==> src/rtl/buffer_ring_manager.sv <==
// -----------------------------------------------------------------------------
// buffer_ring_manager
//
// Manages a ring of NUM_BUFFERS equal frame buffers in DDR for the S2MM
// capture path. A single writer fills frames word by word. The reader claims
// the most recently completed frame with a request edge. The block also keeps
// a wrapping frame counter and a saturating count of frames that were
// overwritten before anyone claimed them.
//
// Ports
//   aclk             system clock
//   areset           synchronous active-high reset
//   SM_enable        1 = capture running; 0 = write progress frozen and cleared
//   SM_log_length    log2 of frame length in words (clamped to MAX_LOG_LENGTH)
//   SM_base_address  byte address of buffer 0
//   SM_writing       one pulse per word accepted by the writer
//   SM_request       reader claim request, rising edge significant
//   SM_read_buffer   base address of the buffer held by the reader
//   SM_write_buffer  address of the next word to write
//   SM_ready_valid   a completed, unclaimed frame exists
//   SM_ack           one-cycle pulse when a claim is served
//   SM_frame_count   completed frames, wraps
//   SM_drop_count    frames overwritten unclaimed, saturates
// -----------------------------------------------------------------------------
module buffer_ring_manager #(
    parameter int MM_ADDR_WIDTH  = 32,
    parameter int DATA_WIDTH     = 32,
    parameter int NUM_BUFFERS    = 4,
    parameter int MAX_LOG_LENGTH = 22,
    parameter int COUNT_WIDTH    = 16
) (
    input  logic                     aclk,
    input  logic                     areset,
    input  logic                     SM_enable,
    input  logic [4:0]               SM_log_length,
    input  logic [MM_ADDR_WIDTH-1:0] SM_base_address,
    input  logic                     SM_writing,
    input  logic                     SM_request,
    output logic [MM_ADDR_WIDTH-1:0] SM_read_buffer,
    output logic [MM_ADDR_WIDTH-1:0] SM_write_buffer,
    output logic                     SM_ready_valid,
    output logic                     SM_ack,
    output logic [COUNT_WIDTH-1:0]   SM_frame_count,
    output logic [COUNT_WIDTH-1:0]   SM_drop_count
);

    localparam int IDX_W = $clog2(NUM_BUFFERS);
    // Word counter only needs to reach 2**MAX_LOG_LENGTH - 1.
    localparam int CNT_W = (MAX_LOG_LENGTH > 0) ? MAX_LOG_LENGTH : 1;
    localparam logic [4:0]               MAX_LEN    = 5'(MAX_LOG_LENGTH);
    localparam logic [MM_ADDR_WIDTH-1:0] WORD_BYTES = MM_ADDR_WIDTH'(DATA_WIDTH / 8);

    // Lowest buffer index that is neither a nor b. Pass the same index twice
    // to exclude only one buffer.
    function automatic logic [IDX_W-1:0] pick_free(input logic [IDX_W-1:0] a,
                                                   input logic [IDX_W-1:0] b);
        // NOTE: the result gets a default before the loop so every path
        // assigns it; combinational code without a default infers a latch.
        pick_free = '0;
        for (int i = NUM_BUFFERS - 1; i >= 0; i--) begin
            if (IDX_W'(i) != a && IDX_W'(i) != b) begin
                pick_free = IDX_W'(i);
            end
        end
    endfunction

    logic [IDX_W-1:0]       r_read_idx;
    logic [IDX_W-1:0]       r_ready_idx;
    logic [IDX_W-1:0]       r_write_idx;
    logic                   r_ready_valid;
    logic [CNT_W-1:0]       r_write_count;
    logic [4:0]             r_len_log;
    logic                   r_req_d;
    logic                   r_ack;
    logic [COUNT_WIDTH-1:0] r_frame_count;
    logic [COUNT_WIDTH-1:0] r_drop_count;

    logic [4:0]               w_len_sat;
    logic [CNT_W-1:0]         w_last;
    logic [MM_ADDR_WIDTH-1:0] w_stride;
    logic                     w_write;
    logic                     w_complete;
    logic                     w_req_edge;

    assign w_len_sat  = (SM_log_length > MAX_LEN) ? MAX_LEN : SM_log_length;
    // When len_log equals CNT_W the shift wraps to zero and the subtraction
    // yields all-ones, which is exactly the last word index.
    assign w_last     = (CNT_W'(1) << r_len_log) - CNT_W'(1);
    assign w_stride   = WORD_BYTES << r_len_log;
    assign w_write    = SM_enable & SM_writing;
    assign w_complete = w_write && (r_write_count == w_last);
    assign w_req_edge = SM_request & ~r_req_d;

    always_ff @(posedge aclk) begin
        if (areset) begin
            r_read_idx    <= '0;
            r_ready_idx   <= '0;
            r_write_idx   <= IDX_W'(1);
            r_ready_valid <= 1'b0;
            r_write_count <= '0;
            r_len_log     <= w_len_sat;
            r_req_d       <= 1'b0;
            r_ack         <= 1'b0;
            r_frame_count <= '0;
            r_drop_count  <= '0;
        end else begin
            // NOTE: state registers use non-blocking assignments so every
            // branch below sees the pre-edge values of the indices.
            r_req_d <= SM_request;
            r_ack   <= 1'b0;

            if (!SM_enable) begin
                r_write_count <= '0;
                r_len_log     <= w_len_sat;
            end else if (w_write) begin
                if (w_complete) begin
                    r_write_count <= '0;
                    r_len_log     <= w_len_sat;
                end else begin
                    r_write_count <= r_write_count + CNT_W'(1);
                end
            end

            if (w_complete) begin
                r_frame_count <= r_frame_count + COUNT_WIDTH'(1);
                r_ready_idx   <= r_write_idx;
                if (w_req_edge) begin
                    // Reader takes the frame finishing this cycle; any older
                    // ready frame is superseded rather than lost.
                    r_read_idx    <= r_write_idx;
                    r_ready_valid <= 1'b0;
                    r_write_idx   <= pick_free(r_write_idx, r_write_idx);
                    r_ack         <= 1'b1;
                end else begin
                    r_ready_valid <= 1'b1;
                    r_write_idx   <= pick_free(r_read_idx, r_write_idx);
                    if (r_ready_valid && (r_drop_count != '1)) begin
                        r_drop_count <= r_drop_count + COUNT_WIDTH'(1);
                    end
                end
            end else if (w_req_edge && r_ready_valid) begin
                r_read_idx    <= r_ready_idx;
                r_ready_valid <= 1'b0;
                r_ack         <= 1'b1;
            end
        end
    end

    assign SM_read_buffer  = SM_base_address + MM_ADDR_WIDTH'(r_read_idx) * w_stride;
    assign SM_write_buffer = SM_base_address + MM_ADDR_WIDTH'(r_write_idx) * w_stride
                           + MM_ADDR_WIDTH'(r_write_count) * WORD_BYTES;
    assign SM_ready_valid  = r_ready_valid;
    assign SM_ack          = r_ack;
    assign SM_frame_count  = r_frame_count;
    assign SM_drop_count   = r_drop_count;

endmodule

==> config.mk <==
export PLATFORM = sky130hd
export DESIGN_NAME = buffer_ring_manager
export DESIGN_NICKNAME = d
export VERILOG_FILES = /design/src/rtl/buffer_ring_manager.sv
export SDC_FILE = /design/constraint.sdc
export NUM_CORES = 1
export LEC_CHECK = 0
export CAP_MARGIN = 40
export CORE_ASPECT_RATIO = 0.75
export CORE_MARGIN = 4
export CORE_UTILIZATION = 58
export CTS_BUF_LIST = sky130_fd_sc_hd__clkbuf_8
export DETAILED_ROUTE_END_ITERATION = 10
export PLACE_DENSITY_LB_ADDON = 0.1
export SYNTH_ARGS = -nofsm -noshare
export SYNTH_HDL_FRONTEND = slang
export SYNTH_SLANG_ARGS = --single-unit
==> constraint.sdc <==
create_clock -name aclk -period 6.21 [get_ports aclk]
set_clock_uncertainty 0.05 [all_clocks]
set_input_delay 0.621 -clock aclk [delete_from_list [all_inputs] [get_ports aclk]]
set_output_delay 0.621 -clock aclk [all_outputs]
set_load 0.01 [all_outputs]
==> results.sh <==
export IMPL_outcome="completed"
export IMPL_boundaryPins=140
export IMPL_cp_end_kind="output pin"
export IMPL_rrSetupSlack_ns=1.84
export IMPL_synth_top_family_by_area="adder cells"
export IMPL_die_area_um2=19000
export IMPL_slew_headroom_pct=35.4
export IMPL_start_util_pct=60.2
export IMPL_irDropWorstVdd_mv=0.141
export IMPL_synthAdderAreaFrac_pct=25.1
export IMPL_clock_sinks=68
export IMPL_hpwl_mm=20.9
export IMPL_min_from="r_ready_idx[1]"
export IMPL_final_common_cell="inv_1"
export IMPL_clockRootBuffer="clkbuf_8"
export IMPL_portBuffers=133
export IMPL_clockBufferDepth=2
export IMPL_fin_crit_ns=6.19
export IMPL_clk_pin_slew_ns=0.08
export IMPL_synth_seq_area_share_pct=14.4
export IMPL_tightest_slew_ns=0.960
export IMPL_synthSimpleGateAreaFrac_pct=24.0
export IMPL_vias=9054
export IMPL_die_w_um=158
export IMPL_muxShareOfSynthArea_pct=2.17
export IMPL_p_per_area_nw_per_um2=102
export IMPL_htreeDepth=3
export IMPL_cp_required_ns=5.54
export IMPL_row_count=40
export IMPL_grt_pass1_wl_mm=41.8
export IMPL_tns_ns=0
export IMPL_most_common_layout_cells="210 x inv_1, 127 x clkdlybuf4s50_1, 112 x nand2_1, 100 x nor2_1, 79 x fa_1"
export IMPL_r2r_start="r_len_log[0]"
export IMPL_clk_latency_ns=0.35
export IMPL_grtUsageTotal_pct=27.0
export IMPL_num_antenna_cells=0
export IMPL_max_freq_ghz=0.162
export IMPL_synth_avg_cell_area_um2=7.66
export IMPL_path_max_fanout=5
export IMPL_grt_pass1_vias=8368
export IMPL_cp_start_kind="register"
export IMPL_vias_per_cell=5.64
export IMPL_ys_seq_elements=68
export IMPL_area_growth_pct=18.4
export IMPL_critPathLaunch="r_len_log[1]"
export IMPL_die_y_um=120
export IMPL_finalMaxSlewViolations=0
export IMPL_drc=0
export IMPL_synth_ff_type="dfxtp_1"
export IMPL_fill_cells=1398
export IMPL_cts_buffers=9
export IMPL_wl_per_cell_um=15.9
export IMPL_synth_xor_xnor_area_share_pct=8.72
export IMPL_setup_violations_final=0
export IMPL_dr_first_iter_drc_count=674
export IMPL_cp_arrival_ns=5.52
export IMPL_synth_distinct_cells=68
export IMPL_crit_type="register to output pin"
export IMPL_ys_warn_count=0
export IMPL_netlist_area_um2=9780
export IMPL_p_leak_nw=5.27
export IMPL_synth_edff_count=5
export IMPL_grt_max_degree=48
export IMPL_coreArea_um2=16300
export IMPL_ant_nets=0
export IMPL_firstDrtPassIters=5
export IMPL_final_hold_violation_count=0
export IMPL_drt_total_wl_mm=25.5
export IMPL_syn_inst=1277
export IMPL_maxCapViolCount=0
export IMPL_grt_setup_unrepaired="yes"
export IMPL_holdWs_ns=0.447
export IMPL_cts_tree="built"
export IMPL_gr_total_overflow=0
export IMPL_nNetsFinal=1580
export IMPL_cts_hold_buffers=0
export IMPL_min_path_type="register to register"
export IMPL_post_route_period_util_pct=99.7
export IMPL_synthesis_nets=1468
export IMPL_synth_compound_area_share_pct=14.7
export IMPL_gp_congestion=0.936
export IMPL_async_flop_share_pct=0
export IMPL_grt_antenna_before_repair=0
export IMPL_final_layout_size_suffix_gt1_share_pct=6.03
-- worst paths after layout --
| check | to | cells after the start |
|---|---|---|
| worst max register to register | SM_frame_count[15] | 14 |
| worst min-delay path | r_ready_idx[1] | 2 |
| worst min register to register | r_ready_idx[1] | 2 |
| worst max-delay path | SM_write_buffer[31] | 17 |
-- cell type report --
class	count	area [um2]	share of cell area (%)
multi-input combinational	941	7390	63.8
inverter	210	788	6.80
tap	210	263	2.27
sequential	68	1410	12.2
timing repair buffer	159	1550	13.4
clock buffer	10	138	1.19
clock inverter	6	45.0	0.389
-- stage by stage --
stage	power [mW]	instance area (um2)	cells	setup WS (ns)	util, %
after CTS	1.18	11500	1603	0.00691	70.8
final	1.18	11600	1604	0.0214	71.2
after global routing	1.24	11600	1604	-0.201	71.2
after floorplan	0.686	9780	1277	0.683	-
after detailed placement	0.836	11300	1586	0.142	69.5
after global placement	0.830	11300	1585	0.275	69.4
-- kinds of logic (layout without fill, tap and decap cells) --
group           count (synthesis)  in the layout
compound gates                218            218
xor+xnor                       88             88
fa+ha+maj                     149            149
buf+inv                       268            385
flops                          68             68
mux                            20             20
simple gates                  466            466
-- report_power, final --
group | internal (mW) | switching (mW)
combinational | 0.180 | 0.206
clock | 0.159 | 0.186
sequential | 0.444 | 0.00271
total | 0.784 | 0.395
-- cell usage after synthesis, drive strengths merged (14+ instances only) --
| library cell | number | area, um2 |
|---|---|---|
| a21o | 20 | 150 |
| inv | 210 | 788 |
| nand3 | 45 | 230 |
| nor4 | 14 | 87.6 |
| xnor2 | 64 | 561 |
| or3 | 15 | 98.8 |
| o21ai | 36 | 180 |
| nand2 | 113 | 427 |
| nand4 | 14 | 87.6 |
| nor3 | 31 | 160 |
| and2 | 51 | 319 |
| clkbuf | 37 | 139 |
| nor2 | 107 | 409 |
| ha | 70 | 876 |
| xor2 | 18 | 158 |
| nor2b | 17 | 106 |
| a21oi | 56 | 280 |
| buf | 21 | 131 |
| dfxtp | 63 | 1260 |
| o21a | 16 | 120 |
| fa | 79 | 1580 |
-- metal layers --
layer / vias up / global-route usage [%] / wire length [um]
met5: - / 0 / 0
met4: 0 / 7.09 / 474
met3: 34 / 4.47 / 1940
met2: 334 / 39.4 / 10800
met1: 4233 / 41.3 / 12300
li1: 4453 / - / -
-- flip-flops by register name, indices dropped and copies added, names as in the netlist --
signal          flops
SM_frame_count     16
r_req_d             1
SM_ack              1
SM_drop_count      16
SM_ready_valid      1
r_len_log           5
r_ready_idx         2
r_write_count      22
r_read_idx          2
r_write_idx         2
-- timing repair --
action                                  CTS  global route
hold endpoints to repair                  0             0
pin swaps                                 2             7
endpoints found under the setup margin    9            22
setup buffers                             1             1
gates resized for setup                   6            20
-- critical path: stages (launching register included) --
cell and delay (ns):
edfxtp_1 0.41, or3b_2 0.55, nor2_4 0.20, nand2_1 0.10
fa_1 0.51, fa_1 0.53, inv_1 0.05, ha_1 0.23
fa_1 0.43, a211oi_1 0.25, o21ai_1 0.17, o211ai_1 0.21
a21oi_1 0.15, a31oi_2 0.25, o31ai_2 0.15, a211o_1 0.28
xnor2_1 0.16, clkdlybuf4s50_1 0.55
Note: power is estimated with default switching activity, not from simulation.
